<file path="src/rtl/minirisc_pkg.sv">
// Shared types and constants for the minirisc instruction streamer.
package minirisc_pkg;

    // Issue sequencer states.
    typedef enum logic [1:0] {
        IDLE  = 2'd0,
        ISSUE = 2'd1,
        GAP   = 2'd2
    } issue_state_t;

    // One program word: [15:8] goes to the core's ui_in, [7:0] to its uio_in.
    typedef logic [15:0] instr_word_t;

    // Word driven on the bus whenever no instruction is valid.
    localparam instr_word_t NOP_DEFAULT = 16'h0000;

    // Byte lanes of a program word as seen by the core.
    function automatic logic [7:0] word_hi(input instr_word_t w);
        return w[15:8];
    endfunction

    function automatic logic [7:0] word_lo(input instr_word_t w);
        return w[7:0];
    endfunction

endpackage

</file>
<file path="src/rtl/minirisc_prog_ram.sv">
// Program buffer: DEPTH x 16-bit storage with synchronous write and a
// registered read port. A read and write to the same address on the same
// edge returns the old word. When no read is requested the read register
// loads the NOP word, so it can drive the core bus directly.
module minirisc_prog_ram
    import minirisc_pkg::*;
#(
    parameter int          DEPTH    = 8,
    parameter instr_word_t NOP_WORD = NOP_DEFAULT,
    localparam int         AW       = $clog2(DEPTH)
) (
    input  logic          clk,
    input  logic          rst,
    input  logic          wr_en,
    input  logic [AW-1:0] wr_addr,
    input  instr_word_t   wr_data,
    input  logic          rd_en,
    input  logic [AW-1:0] rd_addr,
    output instr_word_t   rd_data
);

    instr_word_t mem [DEPTH];

    // Storage write; contents survive reset.
    always_ff @(posedge clk) begin
        if (wr_en && (int'(wr_addr) < DEPTH)) begin
            mem[wr_addr] <= wr_data;
        end
    end

    // Registered read; shows NOP whenever no word is being issued.
    always_ff @(posedge clk) begin
        if (rst) begin
            rd_data <= NOP_WORD;
        end else if (rd_en) begin
            rd_data <= mem[rd_addr];
        end else begin
            rd_data <= NOP_WORD;
        end
    end

endmodule

</file>
<file path="src/rtl/minirisc_instr_streamer.sv">
// Instruction streamer for the tt_um_minirisc core. Holds a small program
// buffer and, on start, issues one word per slot onto ui_out/uio_out with
// ISSUE_GAP idle cycles after each word, looping or stopping at the end.
// Optional build macro MINIRISC_STREAMER_CHECKSUM_EN adds an 8-bit XOR
// checksum of result_in taken on every valid issue cycle.
module minirisc_instr_streamer
    import minirisc_pkg::*;
#(
    parameter int          DEPTH     = 8,
    parameter int          ISSUE_GAP = 0,
    parameter instr_word_t NOP_WORD  = NOP_DEFAULT,
    localparam int         AW        = $clog2(DEPTH)
) (
    input  logic          clk,
    input  logic          rst,
    input  logic          wr_en,
    input  logic [AW-1:0] wr_addr,
    input  logic [15:0]   wr_data,
    input  logic          start,
    input  logic          stop,
    input  logic          loop_en,
    input  logic [AW:0]   prog_len,
    input  logic [7:0]    result_in,
    output logic [7:0]    ui_out,
    output logic [7:0]    uio_out,
    output logic          instr_valid,
    output logic [AW-1:0] pc,
    output logic          busy,
    output logic          done
`ifdef MINIRISC_STREAMER_CHECKSUM_EN
    ,
    output logic [7:0]    checksum
`endif
);

    // Gap counter preload: counts GAP cycles down to zero.
    localparam logic [3:0]  GAP_INIT  = 4'(ISSUE_GAP - 1);
    localparam logic [AW:0] DEPTH_LEN = (AW+1)'(DEPTH);

    issue_state_t  state, state_nxt;
    logic [AW-1:0] pc_nxt;
    logic [AW:0]   len_q, len_nxt;
    logic [AW:0]   last_idx;
    logic [AW:0]   len_clamped;
    logic [3:0]    gap_cnt, gap_nxt;
    logic          at_end;
    logic          advance;
    logic          done_nxt;
    logic          rd_en;
    logic [AW-1:0] rd_addr;
    instr_word_t   rd_word;

    assign len_clamped = (prog_len > DEPTH_LEN) ? DEPTH_LEN : prog_len;
    assign last_idx    = len_q - (AW+1)'(1);
    assign at_end      = ({1'b0, pc} == last_idx);

    minirisc_prog_ram #(
        .DEPTH    (DEPTH),
        .NOP_WORD (NOP_WORD)
    ) u_prog_ram (
        .clk     (clk),
        .rst     (rst),
        .wr_en   (wr_en),
        .wr_addr (wr_addr),
        .wr_data (wr_data),
        .rd_en   (rd_en),
        .rd_addr (rd_addr),
        .rd_data (rd_word)
    );

    // The RAM read register is the bus output register.
    assign ui_out  = word_hi(rd_word);
    assign uio_out = word_lo(rd_word);

    // Next-state logic: accept, issue, gap countdown and end-of-program advance.
    always_comb begin
        state_nxt = state;
        pc_nxt    = pc;
        len_nxt   = len_q;
        gap_nxt   = gap_cnt;
        done_nxt  = 1'b0;
        advance   = 1'b0;
        rd_en     = 1'b0;
        rd_addr   = '0;

        case (state)
            IDLE: begin
                // stop has priority over start; an empty program is ignored.
                if (start && !stop && (prog_len != '0)) begin
                    state_nxt = ISSUE;
                    pc_nxt    = '0;
                    len_nxt   = len_clamped;
                end
            end
            ISSUE: begin
                if (stop) begin
                    state_nxt = IDLE;
                end else if (ISSUE_GAP == 0) begin
                    advance = 1'b1;
                end else begin
                    state_nxt = GAP;
                    gap_nxt   = GAP_INIT;
                end
            end
            GAP: begin
                if (stop) begin
                    state_nxt = IDLE;
                end else if (gap_cnt != '0) begin
                    gap_nxt = gap_cnt - 4'd1;
                end else begin
                    advance = 1'b1;
                end
            end
            default: begin
                state_nxt = IDLE;
            end
        endcase

        // Step past the word at pc; loop_en is looked at only here.
        if (advance) begin
            if (!at_end) begin
                state_nxt = ISSUE;
                pc_nxt    = pc + AW'(1);
            end else if (loop_en) begin
                state_nxt = ISSUE;
                pc_nxt    = '0;
            end else begin
                state_nxt = IDLE;
                done_nxt  = 1'b1;
            end
        end

        // The word to show next cycle is fetched on the same edge.
        rd_en   = (state_nxt == ISSUE);
        rd_addr = pc_nxt;
    end

    // Control and status registers.
    always_ff @(posedge clk) begin
        if (rst) begin
            state       <= IDLE;
            pc          <= '0;
            len_q       <= '0;
            gap_cnt     <= '0;
            instr_valid <= 1'b0;
            busy        <= 1'b0;
            done        <= 1'b0;
        end else begin
            state       <= state_nxt;
            pc          <= pc_nxt;
            len_q       <= len_nxt;
            gap_cnt     <= gap_nxt;
            instr_valid <= (state_nxt == ISSUE);
            busy        <= (state_nxt != IDLE);
            done        <= done_nxt;
        end
    end

`ifdef MINIRISC_STREAMER_CHECKSUM_EN
    logic start_accept;
    assign start_accept = (state == IDLE) && (state_nxt == ISSUE);

    // XOR-accumulate the core result on every valid issue cycle.
    always_ff @(posedge clk) begin
        if (rst) begin
            checksum <= 8'h00;
        end else if (start_accept) begin
            checksum <= 8'h00;
        end else if (instr_valid) begin
            checksum <= checksum ^ result_in;
        end
    end
`else
    logic unused_result;
    assign unused_result = ^result_in;
`endif

endmodule

</file>
<file path="config.mk">
export PLATFORM = sky130hd
export DESIGN_NAME = minirisc_instr_streamer
export DESIGN_NICKNAME = d
export VERILOG_FILES = /design/src/rtl/minirisc_pkg.sv /design/src/rtl/minirisc_prog_ram.sv /design/src/rtl/minirisc_instr_streamer.sv
export SDC_FILE = /design/constraint.sdc
export NUM_CORES = 1
export LEC_CHECK = 0
export BUFFER_PORTS_ARGS = -buffer_cell sky130_fd_sc_hd__buf_2
export CAP_MARGIN = 20
export CORE_UTILIZATION = 30
export DETAILED_ROUTE_END_ITERATION = 16
export GPL_ROUTABILITY_DRIVEN = 0
export GPL_TIMING_DRIVEN = 1
export PLACE_DENSITY = 0.46
export SYNTH_ARGS = -nofsm -noshare
export SYNTH_HDL_FRONTEND = slang
export SYNTH_HIERARCHICAL = 1
export SYNTH_SLANG_ARGS = --single-unit
</file>
<file path="constraint.sdc">
create_clock -name clk -period 4.4 [get_ports clk]
set_input_delay 0.66 -clock clk [delete_from_list [all_inputs] [get_ports clk]]
set_output_delay 0.66 -clock clk [all_outputs]
set_load 0.02 [all_outputs]
</file>
Yosys cells after proc, flatten, opt, wreduce, memory -nomap -nowiden

Memory sizes are Yosys's and may differ from the RTL's. A register that Yosys moved wholly into a read port is not among the register bits.
Index checks and enable logic that the tools add are counted.

Register bits: 16
Bits in writable memories: 128
Input port bits: 37
Memories: 1

$add $sub $neg: 3
Order comparisons: 1
Eq/ne operators: 4
Mux-type cells: 19
Bitwise gates (word level): 4
Reduce and logical (&&, ||, !) cells: 12

Memories:

| memory         | depth | bits a word | rd ports | clocked after Yosys merged registers in | wr ports | RTL line                | source |
|---|---|---|---|---|---|---|---|
| u_prog_ram.mem | 8     | 16          | 1        | 1                                       | 1        | minirisc_prog_ram.sv:22 | `instr_word_t mem [DEPTH];` |

Operator list:

| cell                                                                  | count |
|---|---|
| 3-bit two-way mux                                                     | 5 |
| 1-bit two-way mux                                                     | 8 |
| 4-bit nonzero test                                                    | 2 |
| 4-bit by 1-bit subtractor with 4-bit output, second input constant    | 2 |
| 2-bit two-way mux                                                     | 3 |
| 2-bit by 1-bit equality test with 1-bit output, second input constant | 2 |
| 3-bit by 4-bit equality test with 1-bit output                        | 1 |
| 4-bit > comparator, second input constant                             | 1 |
| 4-bit two-way mux                                                     | 1 |
| 1-bit NOT                                                             | 4 |
| 2-bit case mux with 2 select lines                                    | 1 |
| 2-bit OR reduction                                                    | 2 |
| 3-bit by 1-bit adder with 3-bit output, second input constant         | 1 |
| 3-bit AND reduction                                                   | 1 |
| 3-bit OR reduction                                                    | 1 |
| 2-bit equality test, second input constant                            | 1 |
| 1-bit logical AND                                                     | 2 |
| 2-bit zero test                                                       | 1 |
| 1-bit case mux with 2 select lines                                    | 1 |
| 2-bit AND reduction                                                   | 1 |
| 2-bit nonzero test                                                    | 1 |
| 1-bit zero test                                                       | 1 |

Longest topological paths before layout

Depth after elaboration: 9
Depth in mapped cells: 12
Mapped depth without buffers: 9

Modules after synthesis

The synthesis kept the hierarchy.

By module, submodules not included:

| module                  | instances | cells an instance | area each (um^2) | sequential area each (um^2) |
|---|---|---|---|---|
| minirisc_prog_ram       | 1         | 306               | 5452.7           | 4164.0 |
| minirisc_instr_streamer | 1         | 110               | 1014.7           | 320.3 |

Worst setup path after synthesis

No wires, ideal clock.

Path type: reg2reg
Start point: register len_q[0]
End point: register u_prog_ram.rd_data[9], read port of u_prog_ram.mem
Library setup time: 0.121 ns
Arrival: 2.578 ns
Data required time: 4.279 ns
Path slack: 1.701 ns
Stages on the path, launching flop included: 13
Buffers on the path: 3
Period minus slack after synthesis: 2.699 ns
Cells stage by stage: dfxtp_1 inv_1 ha_1 xnor2_1 o31a_1 buf_6 o41a_4 o31ai_1 buf_6 buf_6 mux2_1 o22ai_1 nor3_2

Elaborated cells on any way between the ends: 9
Classes of those cells: add/sub: 1; eq/ne: 2; mux: 4; bitwise: 1; reduce/logical: 1

RTL lines:

| what                                           | RTL line                       | source |
|---|---|---|
| from (decl)                                    | minirisc_instr_streamer.sv:42  | `logic [AW:0] len_q, len_nxt;` |
| from (signal assigned)                         | minirisc_instr_streamer.sv:151 | `len_q <= len_nxt;` |
| 4-bit by 1-bit subtractor with 4-bit output    | minirisc_instr_streamer.sv:54  | `assign last_idx = len_q - (AW+1)'(1);` |
| 3-bit by 4-bit equality test with 1-bit output | minirisc_instr_streamer.sv:55  | `assign at_end = ({1'b0, pc} == last_idx);` |
| 3-bit two-way mux                              | minirisc_instr_streamer.sv:121 | `if (!at_end) begin` |
| 3-bit two-way mux                              | minirisc_instr_streamer.sv:120 | `if (advance) begin` |
| net pc_nxt[0]                                  | minirisc_instr_streamer.sv:41  | `logic [AW-1:0] pc_nxt;` |
| to (decl)                                      | minirisc_prog_ram.sv:19        | `output instr_word_t rd_data` |

The timed path passes the listed nets, and every way through them passes these cells.
A chain may end at the register's enable or synchronous reset.

Worst setup path in the final report

Start point: register len_q[0]
End point: register u_prog_ram.rd_data[5], read port of u_prog_ram.mem

The elaborated chain is that of the path after synthesis.

==> summary.txt <==
Status
  – Status: finished clean

Critical path
  – Crit path required time: 4.70 ns
  – CP arrival: 3.54 ns
  – CP startpoint: len_q[0]
  – Type of the worst setup path: reg2reg
  – Startpoint Class: flop
  – Crit path max fanout: 16
  – CP Capture Type: flop
  – Worst R2R Start: len_q[0]

Finish
  – Nets: 524
  – Register area: 4480 um2
  – Filler Cells Inserted: 2,002
  – Area overhead of the layout relative to synthesis: 18.4%
  – Layout Utilization: 36.3%
  – Ant diodes: 0
  – Multi-input gate area: 1810 um2
  – Fraction of layout cells with a size suffix above 1: 26.6%

Yosys
  – Top cells by count, synth: edfxtp_1, dfxtp_1, mux2_1
  – Register area share after synthesis: 69.3%
  – Avg Inst Size Synth: 15.5 um2
  – Syn_nets: 461
  – Area leader, netlist: edfxtp_1
  – Top cells by area, synth: edfxtp_1, dfxtp_1, mux2_1, mux2_2, nor2b_1
  – Post-synth EDFFs: 128
  – Syn. warnings: 6
  – Post-Syn Area: 6470 um2
  – Synth Flop Type: edfxtp_1
  – Unique cell type count in the Yosys netlist: 51
  – Post-synth top area share: 59.4%
  – Ys async rst share: 0%
  – Cells after Synth: 416
  – Most common cell in the netlist: edfxtp_1
  – Register bit total from synthesis: 160

Floorplanning
  – Die height: 149 um
  – Rows: 53
  – Chip width: 149 um
  – Core ar.: 21,100 um2
  – # IOs: 59
  – Die Area: 22,100 um2
  – Starting Density: 30.7%

STA
  – Clk_skew: 0.00836 ns
  – RSZ-0062 raised after global routing: false
  – Period utilisation layout: 73.8%
  – Max-slew violation count: 0
  – Worst-Margin Slew: 0.878 ns
  – Final hold violation count: 0
  – Peak Freq: 308 MHz
  – Min setup slack post-route: 1.15 ns
  – # setup viols final: 0
  – Minimum clock period: 3.25 ns
  – Final TNS setup: 0 ns
  – Slew headroom: 41.3%

Drt
  – 1st-pass router iterations: 4
  – Initial DRC Count: 202
  – Routed WL per cell: 17.0 um
  – Drt total wl: 13.1 mm
  – Via Count: 3,542
  – Routed vias/inst: 4.62
  – Final ANT Viol Nets: 0
  – Residual DRC: 0

CTS
  – Cts hold-fix bufs: 0
  – CTS Sinks: 160
  – CTS resizes: 0
  – Clock Tree Root: clkbuf_16
  – Clk buf depth: 2
  – Reg clk slew, reported paths: 0.06 ns
  – # H-tree levels: 4
  – Later-pin clock latency in the skew report: 0.42 ns
  – Setup Fix Bufs, Post-CTS: 0
  – CTS buffer count: 17
  – CTS tree: built

Power and ir drop
  – Power Dens Cells: 436 nW/um2
  – Leak: 2.64 nW
  – IR drop worst, VDD: 0.189 mV

Placement
  – Dpl hpwl: 7.75 mm
  – IO Port Bufs: 50
  – Place WS: 0.977 ns

Hold path
  – Min-delay src: wr_data[4]
  – Worst Hold Class: in2reg

Global route
  – Largest net degree at the start of global routing: 81
  – First-pass GRT wire length: 20.3 mm
  – Vias in the first global route: 3,544
  – GRT overflow: 0
  – Initial antenna violation count: 0
  – Gr usage total: 12.6%

Flow run
  – Max_cap viols: 0
[critical path, stage by stage (launching register included)]
cell	delay, ns
dfxtp_1	0.41
inv_1	0.06
ha_1	0.21
xnor2_1	0.15
o31a_1	0.23
o41a_4	0.52
o31ai_1	0.40
nand2_1	0.64
o22ai_1	0.38
nor3_1	0.11
[kinds of logic (layout without fill, tap and decap cells)]
logic type      after synthesis  in the layout  share of synthesized area, %
simple gates                 85             85                          7.35
mux                          52             52                          9.09
fa+ha+maj                     8              8                          1.55
flops                       160            160                          69.3
buf+inv                      30            106                          3.06
compound gates               75             75                          8.80
xor+xnor                      6              6                         0.813
[power by group]
group / switching, mW / internal [mW] / total [mW]
Clock: 0.626 / 0.855 / 1.48
Sequential: 0.0125 / 1.68 / 1.70
Combinational: 0.0987 / 0.0580 / 0.157
[metal layers]
| layer | global-route usage [%] | vias to the layer above | part of all wire [%] |
|---|---|---|---|
| li1 | - | 1729 | - |
| met1 | 16.1 | 1739 | 47 |
| met2 | 20.3 | 58 | 48 |
| met3 | 2.94 | 16 | 3.1 |
| met4 | 5.41 | 0 | 1.7 |
| met5 | 0 | - | 0 |
[cells in the final DEF (no fill, tap or decap), types with 4 or more instances in the layout]
master / n
o22ai_1: 16
edfxtp_1: 128
inv_1: 10
mux2_2: 17
nand2_1: 4
mux2_1: 29
a211oi_2: 4
o21ai_1: 5
o211ai_1: 4
a211oi_1: 14
ha_1: 8
dfxtp_1: 32
nor2b_1: 23
mux2i_1: 4
buf_4: 12
nor3_2: 5
clkbuf_16: 17
xor2_1: 4
buf_2: 50
nor2_1: 18
o21ai_0: 12
nand2b_1: 6
nor3_1: 15
[final cells by class]
| cell class | instances | share of cell area [%] |
|---|---|---|
| Multi-Input combinational cell | 226 | 23.7 |
| Clock inverter | 15 | 2.32 |
| Tap cell | 275 | 4.49 |
| Inverter | 10 | 0.490 |
| Sequential cell | 160 | 58.6 |
| Clock buffer | 17 | 5.56 |
| Timing Repair Buffer | 64 | 4.85 |
[registers in the layout, summed over array words and instances (netlist names)]
signal / cells
len_q: 4
u_prog_ram/mem: 128
state: 2
pc: 3
instr_valid: 1
gap_cnt: 4
busy: 1
done: 1
u_prog_ram/rd_data: 16
[metrics by stage]
step | power, mW | area [um2] | cells | hold WS [ns]
after floorplan | 1.82 | 6470 | 416 | 0.476
after global placement | 1.88 | 7040 | 734 | 0.505
after detailed placement | 1.89 | 7040 | 734 | 0.512
after CTS | 3.38 | 7640 | 766 | 0.485
after global routing | 3.45 | 7650 | 767 | 0.499
final | 3.33 | 7650 | 767 | 0.502
[worst paths after layout]
kind	to	slack (ns)	depth (start not counted)
worst max-delay path	u_prog_ram/rd_data[5]	1.15	9
worst min-delay path	u_prog_ram/mem[2][4]	0.50	1
worst max register to register	u_prog_ram/rd_data[5]	1.15	9
worst min register to register	gap_cnt[1]	0.52	2
(Power assumes the default switching activity.)
